`src/rtl/ifu_fetch_if.sv`:
```
`default_nettype none
// ============================================================================
// Module   : ifu_fetch_if
// Brief    : PC-in, memory read and decode-out handshakes of the fetch unit.
// Revision : 1.0
// ============================================================================
interface ifu_fetch_if #(
    parameter int BITWIDTH = 32
);
    logic                pc_valid;
    logic [BITWIDTH-1:0] pc;
    logic                pc_ready;
    logic                flush;

    logic                mem_req_valid;
    logic [BITWIDTH-1:0] mem_req_addr;
    logic                mem_req_ready;
    logic                mem_resp_valid;
    logic [31:0]         mem_resp_data;
    logic                mem_resp_err;

    logic                inst_valid;
    logic [31:0]         inst;
    logic [BITWIDTH-1:0] inst_pc;
    logic                inst_fault;
    logic                inst_ready;

    // The fetch unit is the master.
    modport master (
        input  pc_valid, pc, flush,
        input  mem_req_ready, mem_resp_valid, mem_resp_data, mem_resp_err,
        input  inst_ready,
        output pc_ready, mem_req_valid, mem_req_addr,
        output inst_valid, inst, inst_pc, inst_fault
    );

    modport slave (
        output pc_valid, pc, flush,
        output mem_req_ready, mem_resp_valid, mem_resp_data, mem_resp_err,
        output inst_ready,
        input  pc_ready, mem_req_valid, mem_req_addr,
        input  inst_valid, inst, inst_pc, inst_fault
    );
endinterface
`default_nettype wire

```
`src/rtl/ifu_fetch.sv`:
```
`default_nettype none
// ============================================================================
// Module   : ifu_fetch
// Brief    : Single-outstanding instruction fetch with flush and timeout.
//            Optional macro IFU_ALIGN_CHECK_EN faults misaligned PCs.
// Revision : 1.0
// ============================================================================
module ifu_fetch #(
    parameter int          BITWIDTH       = 32,
    parameter int unsigned TIMEOUT_CYCLES = 255
) (
    input  wire logic   clk,
    input  wire logic   rst,
    ifu_fetch_if.master bus
);

    localparam int TW = (TIMEOUT_CYCLES < 2) ? 1 : $clog2(TIMEOUT_CYCLES + 1);

    typedef enum logic [2:0] {
        S_IDLE  = 3'd0,
        S_REQ   = 3'd1,
        S_WAIT  = 3'd2,
        S_OUT   = 3'd3,
        S_DRAIN = 3'd4
    } state_t;

    state_t              state_q, state_d;
    logic [BITWIDTH-1:0] addr_q, addr_d;
    logic [31:0]         inst_q, inst_d;
    logic [BITWIDTH-1:0] inst_pc_q, inst_pc_d;
    logic                inst_fault_q, inst_fault_d;
    logic [TW-1:0]       timer_q, timer_d;
    logic                pc_ready_q, pc_ready_d;
    logic                mem_req_valid_q, mem_req_valid_d;
    logic                inst_valid_q, inst_valid_d;

    logic [TW-1:0]       timer_inc;
    logic                timeout_hit;

    // Timer saturates; timeout fires when the incremented count reaches the limit minus one.
    always_comb begin
        timer_inc   = (&timer_q) ? timer_q : timer_q + 1'b1;
        timeout_hit = (TIMEOUT_CYCLES != 0) &&
                      ((32'(timer_inc) + 32'd1) >= 32'(TIMEOUT_CYCLES));
    end

    always_comb begin
        state_d      = state_q;
        addr_d       = addr_q;
        inst_d       = inst_q;
        inst_pc_d    = inst_pc_q;
        inst_fault_d = inst_fault_q;
        timer_d      = timer_q;

        case (state_q)
            S_IDLE: begin
                if (bus.pc_valid && !bus.flush) begin
                    addr_d = bus.pc;
`ifdef IFU_ALIGN_CHECK_EN
                    if (bus.pc[1:0] != 2'b00) begin
                        state_d      = S_OUT;
                        inst_d       = '0;
                        inst_fault_d = 1'b1;
                        inst_pc_d    = bus.pc;
                    end else begin
                        state_d = S_REQ;
                    end
`else
                    state_d = S_REQ;
`endif
                end
            end
            S_REQ: begin
                if (bus.mem_req_ready) begin
                    timer_d = '0;
                    state_d = bus.flush ? S_DRAIN : S_WAIT;
                end else if (bus.flush) begin
                    state_d = S_IDLE;
                end
            end
            S_WAIT: begin
                timer_d = timer_inc;
                if (bus.flush) begin
                    // A response coinciding with the flush settles the request.
                    state_d = bus.mem_resp_valid ? S_IDLE : S_DRAIN;
                end else if (bus.mem_resp_valid) begin
                    state_d      = S_OUT;
                    inst_d       = bus.mem_resp_data;
                    inst_fault_d = bus.mem_resp_err;
                    inst_pc_d    = addr_q;
                end else if (timeout_hit) begin
                    state_d      = S_OUT;
                    inst_d       = '0;
                    inst_fault_d = 1'b1;
                    inst_pc_d    = addr_q;
                end
            end
            S_OUT: begin
                if (bus.flush || bus.inst_ready) begin
                    state_d = S_IDLE;
                end
            end
            S_DRAIN: begin
                timer_d = timer_inc;
                if (bus.mem_resp_valid || timeout_hit) begin
                    state_d = S_IDLE;
                end
            end
            default: state_d = S_IDLE;
        endcase

        pc_ready_d      = (state_d == S_IDLE);
        mem_req_valid_d = (state_d == S_REQ);
        inst_valid_d    = (state_d == S_OUT);
    end

    always_ff @(posedge clk or negedge rst) begin
        if (!rst) begin
            state_q         <= S_IDLE;
            addr_q          <= '0;
            inst_q          <= '0;
            inst_pc_q       <= '0;
            inst_fault_q    <= 1'b0;
            timer_q         <= '0;
            pc_ready_q      <= 1'b1;
            mem_req_valid_q <= 1'b0;
            inst_valid_q    <= 1'b0;
        end else begin
            state_q         <= state_d;
            addr_q          <= addr_d;
            inst_q          <= inst_d;
            inst_pc_q       <= inst_pc_d;
            inst_fault_q    <= inst_fault_d;
            timer_q         <= timer_d;
            pc_ready_q      <= pc_ready_d;
            mem_req_valid_q <= mem_req_valid_d;
            inst_valid_q    <= inst_valid_d;
        end
    end

    assign bus.pc_ready      = pc_ready_q;
    assign bus.mem_req_valid = mem_req_valid_q;
    assign bus.mem_req_addr  = {addr_q[BITWIDTH-1:2], 2'b00};
    assign bus.inst_valid    = inst_valid_q;
    assign bus.inst          = inst_q;
    assign bus.inst_pc       = inst_pc_q;
    assign bus.inst_fault    = inst_fault_q;

endmodule
`default_nettype wire

```
`src/flat_wrapper.sv`:
```
// flat-port wrapper written by rule: the top's interface ports become plain ports
module ifu_fetch_flat 
#(
    parameter int          BITWIDTH       = 32,
    parameter int unsigned TIMEOUT_CYCLES = 255
)
  (clk, rst, bus_pc_valid, bus_pc, bus_flush, bus_mem_req_ready, bus_mem_resp_valid, bus_mem_resp_data, bus_mem_resp_err, bus_inst_ready, bus_pc_ready, bus_mem_req_valid, bus_mem_req_addr, bus_inst_valid, bus_inst, bus_inst_pc, bus_inst_fault);
  ifu_fetch_if #(.BITWIDTH(BITWIDTH)) bus_i ();
  input  wire logic clk;
  input  wire logic rst;
  input wire logic [$bits(bus_i.pc_valid)-1:0] bus_pc_valid;
  input wire logic [$bits(bus_i.pc)-1:0] bus_pc;
  input wire logic [$bits(bus_i.flush)-1:0] bus_flush;
  input wire logic [$bits(bus_i.mem_req_ready)-1:0] bus_mem_req_ready;
  input wire logic [$bits(bus_i.mem_resp_valid)-1:0] bus_mem_resp_valid;
  input wire logic [$bits(bus_i.mem_resp_data)-1:0] bus_mem_resp_data;
  input wire logic [$bits(bus_i.mem_resp_err)-1:0] bus_mem_resp_err;
  input wire logic [$bits(bus_i.inst_ready)-1:0] bus_inst_ready;
  output wire logic [$bits(bus_i.pc_ready)-1:0] bus_pc_ready;
  output wire logic [$bits(bus_i.mem_req_valid)-1:0] bus_mem_req_valid;
  output wire logic [$bits(bus_i.mem_req_addr)-1:0] bus_mem_req_addr;
  output wire logic [$bits(bus_i.inst_valid)-1:0] bus_inst_valid;
  output wire logic [$bits(bus_i.inst)-1:0] bus_inst;
  output wire logic [$bits(bus_i.inst_pc)-1:0] bus_inst_pc;
  output wire logic [$bits(bus_i.inst_fault)-1:0] bus_inst_fault;
  assign bus_i.pc_valid = bus_pc_valid;
  assign bus_i.pc = bus_pc;
  assign bus_i.flush = bus_flush;
  assign bus_i.mem_req_ready = bus_mem_req_ready;
  assign bus_i.mem_resp_valid = bus_mem_resp_valid;
  assign bus_i.mem_resp_data = bus_mem_resp_data;
  assign bus_i.mem_resp_err = bus_mem_resp_err;
  assign bus_i.inst_ready = bus_inst_ready;
  assign bus_pc_ready = bus_i.pc_ready;
  assign bus_mem_req_valid = bus_i.mem_req_valid;
  assign bus_mem_req_addr = bus_i.mem_req_addr;
  assign bus_inst_valid = bus_i.inst_valid;
  assign bus_inst = bus_i.inst;
  assign bus_inst_pc = bus_i.inst_pc;
  assign bus_inst_fault = bus_i.inst_fault;
  ifu_fetch #(.BITWIDTH(BITWIDTH), .TIMEOUT_CYCLES(TIMEOUT_CYCLES)) u_core (.clk(clk), .rst(rst), .bus(bus_i));
endmodule
```
`config.mk`:
```
export PLATFORM = sky130hd
export DESIGN_NAME = ifu_fetch_flat
export DESIGN_NICKNAME = d
export VERILOG_FILES = /design/src/rtl/ifu_fetch_if.sv /design/src/rtl/ifu_fetch.sv /design/src/flat_wrapper.sv
export SDC_FILE = /design/constraint.sdc
export NUM_CORES = 1
export LEC_CHECK = 0
export ABC_AREA = 0
export ABC_CLOCK_PERIOD_IN_PS = 3100
export CAP_MARGIN = 20
export CORE_AREA = 2 2 147 106
export CTS_BUF_LIST = sky130_fd_sc_hd__clkbuf_8
export CTS_CLUSTER_DIAMETER = 100
export DETAILED_ROUTE_END_ITERATION = 10
export DIE_AREA = 0 0 149 108
export GPL_TIMING_DRIVEN = 0
export PLACE_DENSITY = 0.69
export SETUP_SLACK_MARGIN = 0.3
export SYNTH_ARGS = -nofsm -noshare
export SYNTH_HDL_FRONTEND = slang
export SYNTH_SLANG_ARGS = --single-unit
```
`constraint.sdc`:
```
create_clock -name clk -period 3.1 [get_ports clk]
set_input_delay 0.465 -clock clk [delete_from_list [all_inputs] [get_ports clk]]
set_output_delay 0.465 -clock clk [all_outputs]
set_load 0.01 [all_outputs]
```
# Word-level counts from Yosys, hierarchy flattened

Cells that the tools add are included.
W data, S select, Z words.

Register bits: 111
Input port bits: 72
Output and inout bits: 100
Logic and storage cells: 53

$add $sub $neg: 2
Order comparisons: 1
Equal/unequal tests: 7
Multiplexer cells: 20
Bitwise gates (word level): 1
Reductions and logical operators: 13

Operators with widths:

| operator              | count |
|---|---|
| $mux W32              | 4 |
| $ge A32 B8 Y1 const B | 1 |
| $mux W3               | 10 |
| $mux W8               | 2 |
| $pmux W8 S2           | 1 |
| $pmux W3 S5           | 1 |
| $add A8 B1 Y9 const B | 1 |
| $eq A3 B2 Y1 const B  | 3 |
| $add A8 B1 Y8 const B | 1 |
| $reduce_and A8 Y1     | 1 |
| $eq A3 B1 Y1 const B  | 2 |
| $logic_not A3 Y1      | 2 |
| $reduce_and A2 Y1     | 2 |
| $reduce_bool A2 Y1    | 2 |
| $eq A3 B3 Y1 const B  | 1 |
| $reduce_and A3 Y1     | 1 |
| $logic_or A1 B1 Y1    | 2 |
| $mux W1               | 2 |
| $ne A2 B2 Y1 const B  | 1 |
| $reduce_or A2 Y1      | 1 |
| $logic_and A1 B1 Y1   | 1 |
| $logic_not A1 Y1      | 1 |
| $not A1 Y1            | 1 |

# Depth between registers and ports, before layout

Gate-level depths: netlist of the first run.

Depth after elaboration: 9
Gate-level depth with buffers: 8
Depth with buffers taken out: 6

# Worst setup path before layout of the first run

Ideal clock, no wire load.

Kind: register to register
Start point: reg u_core.timer_q[0]
End point: reg u_core.inst_pc_q[3], in the netlist u_core.bus.inst_pc[3]
Library setup time: 0.125 ns
Arrival time: 2.091 ns
Data required time: 2.975 ns
Path slack: 0.884 ns
Cell stages (with the launch flop): 9
Path buffers: 2
Clock period less this slack: 2.216 ns
Cell sequence: dfrtp_1 -> ha_1 -> buf_4 -> nand4b_1 -> o32a_1 -> o311a_4 -> a21oi_2 -> buf_6 -> mux2_4

Word-level cells in the longest chain between the ends: 6
Elaborated cells on any way between the ends: 7
Classes of those cells: add/sub: 2; order compare: 1; mux: 1; reduce/logical: 3

RTL lines:

| element                                                   | RTL line         | source |
|---|---|---|
| start: declaration                                        | ifu_fetch.sv:32  | `logic [TW-1:0] timer_q, timer_d;` |
| start signal: assignment                                  | ifu_fetch.sv:134 | `timer_q <= timer_d;` |
| $add A8 B1 Y8 / $reduce_and A8 Y1 (equally long branches) | ifu_fetch.sv:42  | `timer_inc = (&timer_q) ? timer_q : timer_q + 1'b1;` |
| $mux W8 (*)                                               | ifu_fetch.sv:42  |  |
| $add A8 B1 Y9 (*)                                         | ifu_fetch.sv:44  | `((32'(timer_inc) + 32'd1) >= 32'(TIMEOUT_CYCLES));` |
| $ge A32 B8 Y1 (*)                                         | ifu_fetch.sv:44  |  |
| $reduce_bool A2 Y1 (no line) (*)                          | --               |  |
| $reduce_and A3 Y1 (no line) (*)                           | --               |  |
| end signal: assignment                                    | ifu_fetch.sv:132 | `inst_pc_q <= inst_pc_d;` |
| end: declaration                                          | ifu_fetch.sv:30  | `logic [BITWIDTH-1:0] inst_pc_q, inst_pc_d;` |

Mark *: on every way between the ends. The rest lies on a longest branch, timed or not.
A chain may end at the register's enable or synchronous reset.

# Final worst setup path of the first run

Start point: reg u_core.timer_q[0]
End point: reg u_core.inst_pc_q[13], in the netlist u_core.bus.inst_pc[13]

The elaborated chain is that of the path after synthesis.

==> reports/results.ini, run 1 <==
[power]
power-per-cell-area_mw_per_mm2=782
vdd_drop_max_mv=0.338
leakagePower_nw=3.11

[synth]
synth_cells=428
seq_area_frac_synth_pct=55.4
ys.flop_type=dfrtp_1
synth_edf_count=0
synth_top_family_by_area=multiplexers
syn_area_mm2=0.00502
yosysWarnings=0
synthArstFlopShare_pct=100
synth-adder-area-share_pct=0.249
synthMuxAreaShare_pct=16.6
synth-simple-area-share_pct=10.0
yosys.area_share.xor_xnor_pct=0.349
avgSynthCellArea_um2=11.7
ys_ff_latch=111
yosysUniqueCellTypes=53
synth_compound_area_share_pct=9.70

[routing]
routed-via-count=3767
wire_per_inst_um=15.2
vias_per_cell=4.65
drt_pre_antenna_iters=4
drc=0
drt-initial-drc-count=133
ant_nets=0
wirelength_um=12300

[worst_setup_path]
cp-start-kind=flip-flop
critPathRequiredTime_ns=3.35
critPathKind=flip-flop to flip-flop
crit_arrival_ns=2.81
path_max_fanout=10
end_kind=flip-flop

[run]
drv_cap=0

[floorplanning]
placementRows=37
initial_utilization_pct=34.5
ios=172
dieWidth_um=149
fp.dieH_um=108
core_mm2=0.0145
die-area_mm2=0.0161

[finish]
n_antenna_cell=0
nets=683
n_fill_cell=1324
instances_no_fill=810
area_delta_synth_final_pct=43.2
multi_input_area_mm2=0.00186
drive_above_1_share_pct=21.6
regArea_mm2=0.00278

[global_routing]
antenna_found_initial=0
grt-ovfl-total=0
grt_pass1_vias=3695
globalRouteTotalUtil_pct=15.3
grt_pass1_wl_um=19400
grt_max_degree=58

[timing]
fmax_ghz=0.390
finalHoldViolations=0
rsz0062_at_grt=no
fin_ws_ns=0.537
period_needed_ns=2.56
finalSetupViolCount=0
post-route-period-util_pct=82.7
worstMarginPinSlew_ns=0.751
clock_skew_ns=0.0179
max-slew-margin-rel_pct=49.9
slew_viol_final=0

[clocking]
htreeDepth=3
cts_hold_buf=0
cts_sinks=111
cts_buffers=9
cts_tree=done
clockBufferDepth=2
clkTransAtPathRegs_ns=0.12
clock-root-buffer=clkbuf_8
insertion_delay_ns=0.37

[worst_hold_path]
hp-class=input pin to asynchronous set/reset pin

[placed_design]
portBuffers=169
hpwl_um=9060
gp_congestion=0.879
place_ws_ns=0.497
numPlacedInstances=794

[outcome]
status=finished clean

-- layer usage --
metal | GRT usage, % | routed length [µm] | up-vias
li1 | - | - | 1792
met1 | 20.7 | 5430 | 1796
met2 | 23.5 | 5530 | 170
met3 | 5.82 | 1260 | 9
met4 | 3.40 | 90 | 0
met5 | 0 | 0 | -
-- report_power, final --
part	switching, W	internal [W]	total [W]	leakage, nW
clock	0.000517	0.000385	0.000902	0.108
sequential	0.000355	0.00198	0.00233	1.41
combinational	0.000843	0.00154	0.00238	1.59
total	0.00171	0.00391	0.00562	3.11
-- flip-flops by register name, indices dropped and copies added (netlist names) --
signal,cells
u_core.bus.inst_fault,1
u_core.state_q,3
u_core.addr_q,32
u_core.bus.inst,32
u_core.bus.pc_ready,1
u_core.timer_q,8
u_core.bus.inst_valid,1
u_core.bus.mem_req_valid,1
u_core.bus.inst_pc,32
-- Yosys cell counts, types with 4 or more instances --
cell,count,area share (%)
a21oi_1,12,1.2
buf_4,35,5.2
clkbuf_1,10,0.75
dfrtp_1,110,55
mux2_2,37,8.3
mux2_4,27,8.1
nand2_1,81,6.1
nand2b_1,4,0.50
nand3_1,6,0.60
nor2_1,8,0.60
o21ai_0,31,3.1
o21ai_1,6,0.60
-- cell type report --
class | count | area share, %
Buffer | 56 | 5.17
Inverter | 3 | 0.157
Multi-Input combinational cell | 259 | 25.9
Timing Repair Buffer | 170 | 23.9
Sequential cell | 111 | 38.7
Clock inverter | 7 | 1.06
Clock buffer | 9 | 1.72
Tap cell | 195 | 3.40
-- worst max-delay path: stages, from the launching register on --
cell	delay (ns)
dfrtp_1	0.52
ha_1	0.22
buf_4	0.17
nand2_1	0.14
a211o_1	0.29
a221oi_4	0.37
a21o_4	0.21
buf_6	0.19
mux2_4	0.31
-- final timing paths --
kind,endpoint,slack [ns],cells after the start,from
min in group clk,u_core.bus.inst_pc[11]$_DFFE_PN0P_,0.52,1,u_core.bus.inst_pc[11]$_DFFE_PN0P_
worst min-delay path,u_core.bus.inst[15]$_DFFE_PN0P_,0.14,1,rst
worst max-delay path,u_core.bus.inst_pc[13]$_DFFE_PN0P_,0.54,8,u_core.timer_q[0]$_DFFE_PN0P_
worst max register to register,u_core.bus.inst_pc[13]$_DFFE_PN0P_,0.54,8,u_core.timer_q[0]$_DFFE_PN0P_
max in group asynchronous,u_core.bus.pc_ready$_DFF_PN1_,2.21,2,rst
worst min register to register,u_core.bus.inst_pc[11]$_DFFE_PN0P_,0.52,1,u_core.bus.inst_pc[11]$_DFFE_PN0P_
-- logic make-up (layout without fill, tap and decap cells) --
logic type               Yosys count  after routing
other                              1              2
multiplexers                      65             65
buffers and inverters             59            245
AND/OR/NAND/NOR                  115            115
flip-flops                       111            111
XOR/XNOR                           2              2
AO/OA/AOI/OAI                     74             74
adder cells (fa/ha/maj)            1              1
-- placed cells by master (no fill, tap or decap), types with 4 or more instances in the layout --
cell type,count
inv_1,4
a21oi_1,12
nand3_1,6
clkdlybuf4s50_1,168
mux2_2,37
nor2_1,8
nand2_1,81
clkbuf_8,9
nand2b_1,4
o21ai_1,6
clkbuf_1,10
o21ai_0,31
dfrtp_1,110
buf_4,36
mux2_4,27
-- per-stage QoR --
stage	utilization [%]	power [W]	instance area [µm²]	setup TNS, ns	hold slack (ns)
2_1_floorplan	-	0.00338	5020	0	0.169
3_3_place_gp	47.9	0.00469	6960	-298.91	0.484
3_5_place_dp	48.0	0.00476	6980	0	0.491
4_1_cts	49.4	0.00569	7180	0	0.153
5_1_grt	49.4	0.00596	7180	0	0.185
6_report	49.4	0.00562	7180	0	0.144
-- timing repair --
item	CTS	global route
setup endpoints to repair	0	22
gates resized for setup	0	1
setup buffers	0	0
endpoints found under the hold margin	0	0
No activity file was read; power rests on OpenSTA's default activity.
==> run 2: changes to the inputs <==
--- a/config.mk
+++ b/config.mk
@@ -6,7 +6,7 @@
 export NUM_CORES = 1
 export LEC_CHECK = 0
 export ABC_AREA = 0
-export ABC_CLOCK_PERIOD_IN_PS = 3100
+export ABC_CLOCK_PERIOD_IN_PS = 2400
 export CAP_MARGIN = 20
 export CORE_AREA = 2 2 147 106
 export CTS_BUF_LIST = sky130_fd_sc_hd__clkbuf_8
==> constraint.sdc (replaced) <==
create_clock -name clk -period 2.4 [get_ports clk]
set_input_delay 0.36 -clock clk [delete_from_list [all_inputs] [get_ports clk]]
set_output_delay 0.36 -clock clk [all_outputs]
set_load 0.01 [all_outputs]
==> run 2 against run 1 <==
  * Sequential power increased by 29%
  * Via count increased by 2.2%
  * Critical path depth unchanged
  * Final cell count increased by 1.9%
  * Register-to-register slack got worse by 0.38 ns
  * Power increased by 32%
  * Hold slack got worse by 0.048 ns
  * Clock power increased by 14%
  * First-iteration DRC count increased by 17%
  * Clock-buffer cell count unchanged
  * Global-route usage increased by 0.85 points
  * Non-clock buffer count increased by 17
==> reports/results.ini, run 2 (synthesized netlist as in run 1, its figures left out) <==
[outcome]
status=finished clean

[routing]
vias_per_cell=4.67  ; +0.32%
routed-via-count=3849  ; +2.2%
wirelength_um=13000  ; +5.6%
drt_pre_antenna_iters=4  ; unchanged
drc=0  ; unchanged
wire_per_inst_um=15.8  ; +3.6%
ant_nets=0  ; unchanged
drt-initial-drc-count=156  ; +17%

[finish]
n_antenna_cell=0  ; unchanged
area_delta_synth_final_pct=51.3
layout_common_cells=clkdlybuf4s50_1, dfrtp_1, nand2_1
nets=700  ; +2.5%
drive_above_1_share_pct=30.8  ; +9.2 points
final_common_cell=clkdlybuf4s50_1
stdcell_area_mm2=0.00759  ; +5.7%
fin_util_pct=52.2  ; +2.8 points

[floorplanning]
ios=172  ; unchanged
initial_utilization_pct=34.5  ; unchanged
dieWidth_um=149  ; unchanged
die-area_mm2=0.0161  ; unchanged
core_mm2=0.0145  ; unchanged
fp.dieH_um=108  ; unchanged
placementRows=37  ; unchanged

[clocking]
htreeDepth=3  ; unchanged
clock-root-buffer=clkbuf_8
clockBufferDepth=2  ; unchanged
insertion_delay_ns=0.37  ; about the same
cts_buffers=9  ; unchanged
cts_tree=done
cts_sinks=111  ; unchanged
clkTransAtPathRegs_ns=0.11  ; about the same

[timing]
finalHoldViolations=0  ; unchanged
max-slew-margin-rel_pct=40.8  ; -9.1 points
rsz0062_at_grt=yes
worstMarginPinSlew_ns=0.887  ; +0.136 ns
clock_skew_ns=0.0130  ; -0.00491 ns
finalSetupViolCount=0  ; unchanged
fmax_ghz=0.446  ; +14%
post-route-period-util_pct=93.3  ; +11 points
fin_ws_ns=0.160  ; -0.377 ns
period_needed_ns=2.24  ; -0.323 ns
slew_viol_final=0  ; unchanged

[power]
power-per-cell-area_mw_per_mm2=977  ; +25%
leakagePower_nw=3.30  ; +6.2%
vdd_drop_max_mv=0.445  ; +32%

[worst_setup_path]
crit_arrival_ns=2.50  ; -0.31 ns
path_max_fanout=10  ; unchanged
path_cells=ha_4 -> buf_6 -> nand4b_1 -> o32a_1 -> o311a_4 -> a21o_4 -> buf_12 -> mux2_4
cpPeakStageDelay_ns=0.44  ; -0.08 ns
cp-start-kind=flip-flop
critPathRequiredTime_ns=2.66  ; -0.69 ns
end_kind=flip-flop
reg2regPathDepth=8  ; unchanged
critPathKind=flip-flop to flip-flop
cp_slowest_cell=dfrtp_2

[global_routing]
antenna_found_initial=0  ; unchanged
grt-ovfl-total=0  ; unchanged
grt_pass1_wl_um=20600  ; +6.2%
globalRouteTotalUtil_pct=16.2  ; +0.85 points
grt_max_degree=68  ; +17%
grt_pass1_vias=4044  ; +9.4%

[run]
drv_cap=0  ; unchanged

[placed_design]
gp_congestion=0.898  ; +2.1%
place_ws_ns=-0.0671  ; -0.564 ns
portBuffers=169  ; unchanged
place_area_mm2=0.00701  ; +0.41%
hpwl_um=9110  ; +0.55%

[worst_hold_path]
hp-class=input pin to asynchronous set/reset pin

## run 2: cell count changes in the layout (fill, tap and decap cells not counted), sizes merged
cell,change
clkbuf,-2
bufinv,-1
clkinv,+2
buf,+19
inv,-3
## run 2: area by class of cell
type,count,area [µm²]
fillers,1254,6940
flip-flops and latches,111,2780
multi-input cells,259,2050
repair buffers,187,1910
plain buffers,56,432
well taps,195,244
clock buffers,9,124
clock inverters,5,43.8
inverters,3,11.3
## run 2: path summary, 6_finish.rpt
kind	from	to	slack [ns]
max in group asynchronous	rst	u_core.addr_q[31]$_DFFE_PN0P_	1.58
worst min register to register	u_core.addr_q[0]$_DFFE_PN0P_	u_core.bus.inst_pc[0]$_DFFE_PN0P_	0.52
worst max register to register	u_core.timer_q[0]$_DFFE_PN0P_	u_core.bus.inst_pc[24]$_DFFE_PN0P_	0.16
worst max-delay path	u_core.timer_q[0]$_DFFE_PN0P_	u_core.bus.inst_pc[24]$_DFFE_PN0P_	0.16
worst min-delay path	rst	u_core.bus.inst[15]$_DFFE_PN0P_	0.1
min in group clk	u_core.addr_q[0]$_DFFE_PN0P_	u_core.bus.inst_pc[0]$_DFFE_PN0P_	0.52
## run 2: through the flow
step | cells | TNS, ns | hold slack, ns | power, W
floorplan | 429 | 0 | 0.0644 | 0.00440
global placement | 793 | -363.55 | 0.485 | 0.00609
detailed placement | 794 | -1.43 | 0.491 | 0.00618
CTS | 822 | 0 | 0.116 | 0.00746
global route | 825 | 0 | 0.157 | 0.00785
finish | 825 | 0 | 0.0962 | 0.00742
## run 2: what timing repair did
action                     CTS  global route
cloned                       4             0
buffers inserted            10             3
resized for setup           78            25
setup endpoints to repair   80            79
hold buffers                 0             0
pin swaps                   35             6
## run 2: critical path: cells and delay by family (launching register included)
kind	cells	cell delay [ns]
buf+inv	2	0.28
simple gates	1	0.18
mux	1	0.29
fa+ha+maj	1	0.17
flops	1	0.44
compound gates	3	0.75
## run 2: power by group
group	internal, W	switching, W	leakage [nW]	total (W)
Clock	0.000381	0.000648	0.0861	0.00103
Sequential	0.00256	0.000441	1.40	0.00300
Combinational	0.00218	0.00121	1.81	0.00339
Total	0.00512	0.00230	3.30	0.00742
## run 2: per-layer routing
layer | share of wire [%] | up-vias | global-route usage [%]
met4 | 0.51 | 0 | 3.27
li1 | - | 1824 | -
met5 | 0 | - | 0
met2 | 47 | 141 | 26.5
met3 | 7.3 | 9 | 4.39
met1 | 45 | 1875 | 21.7
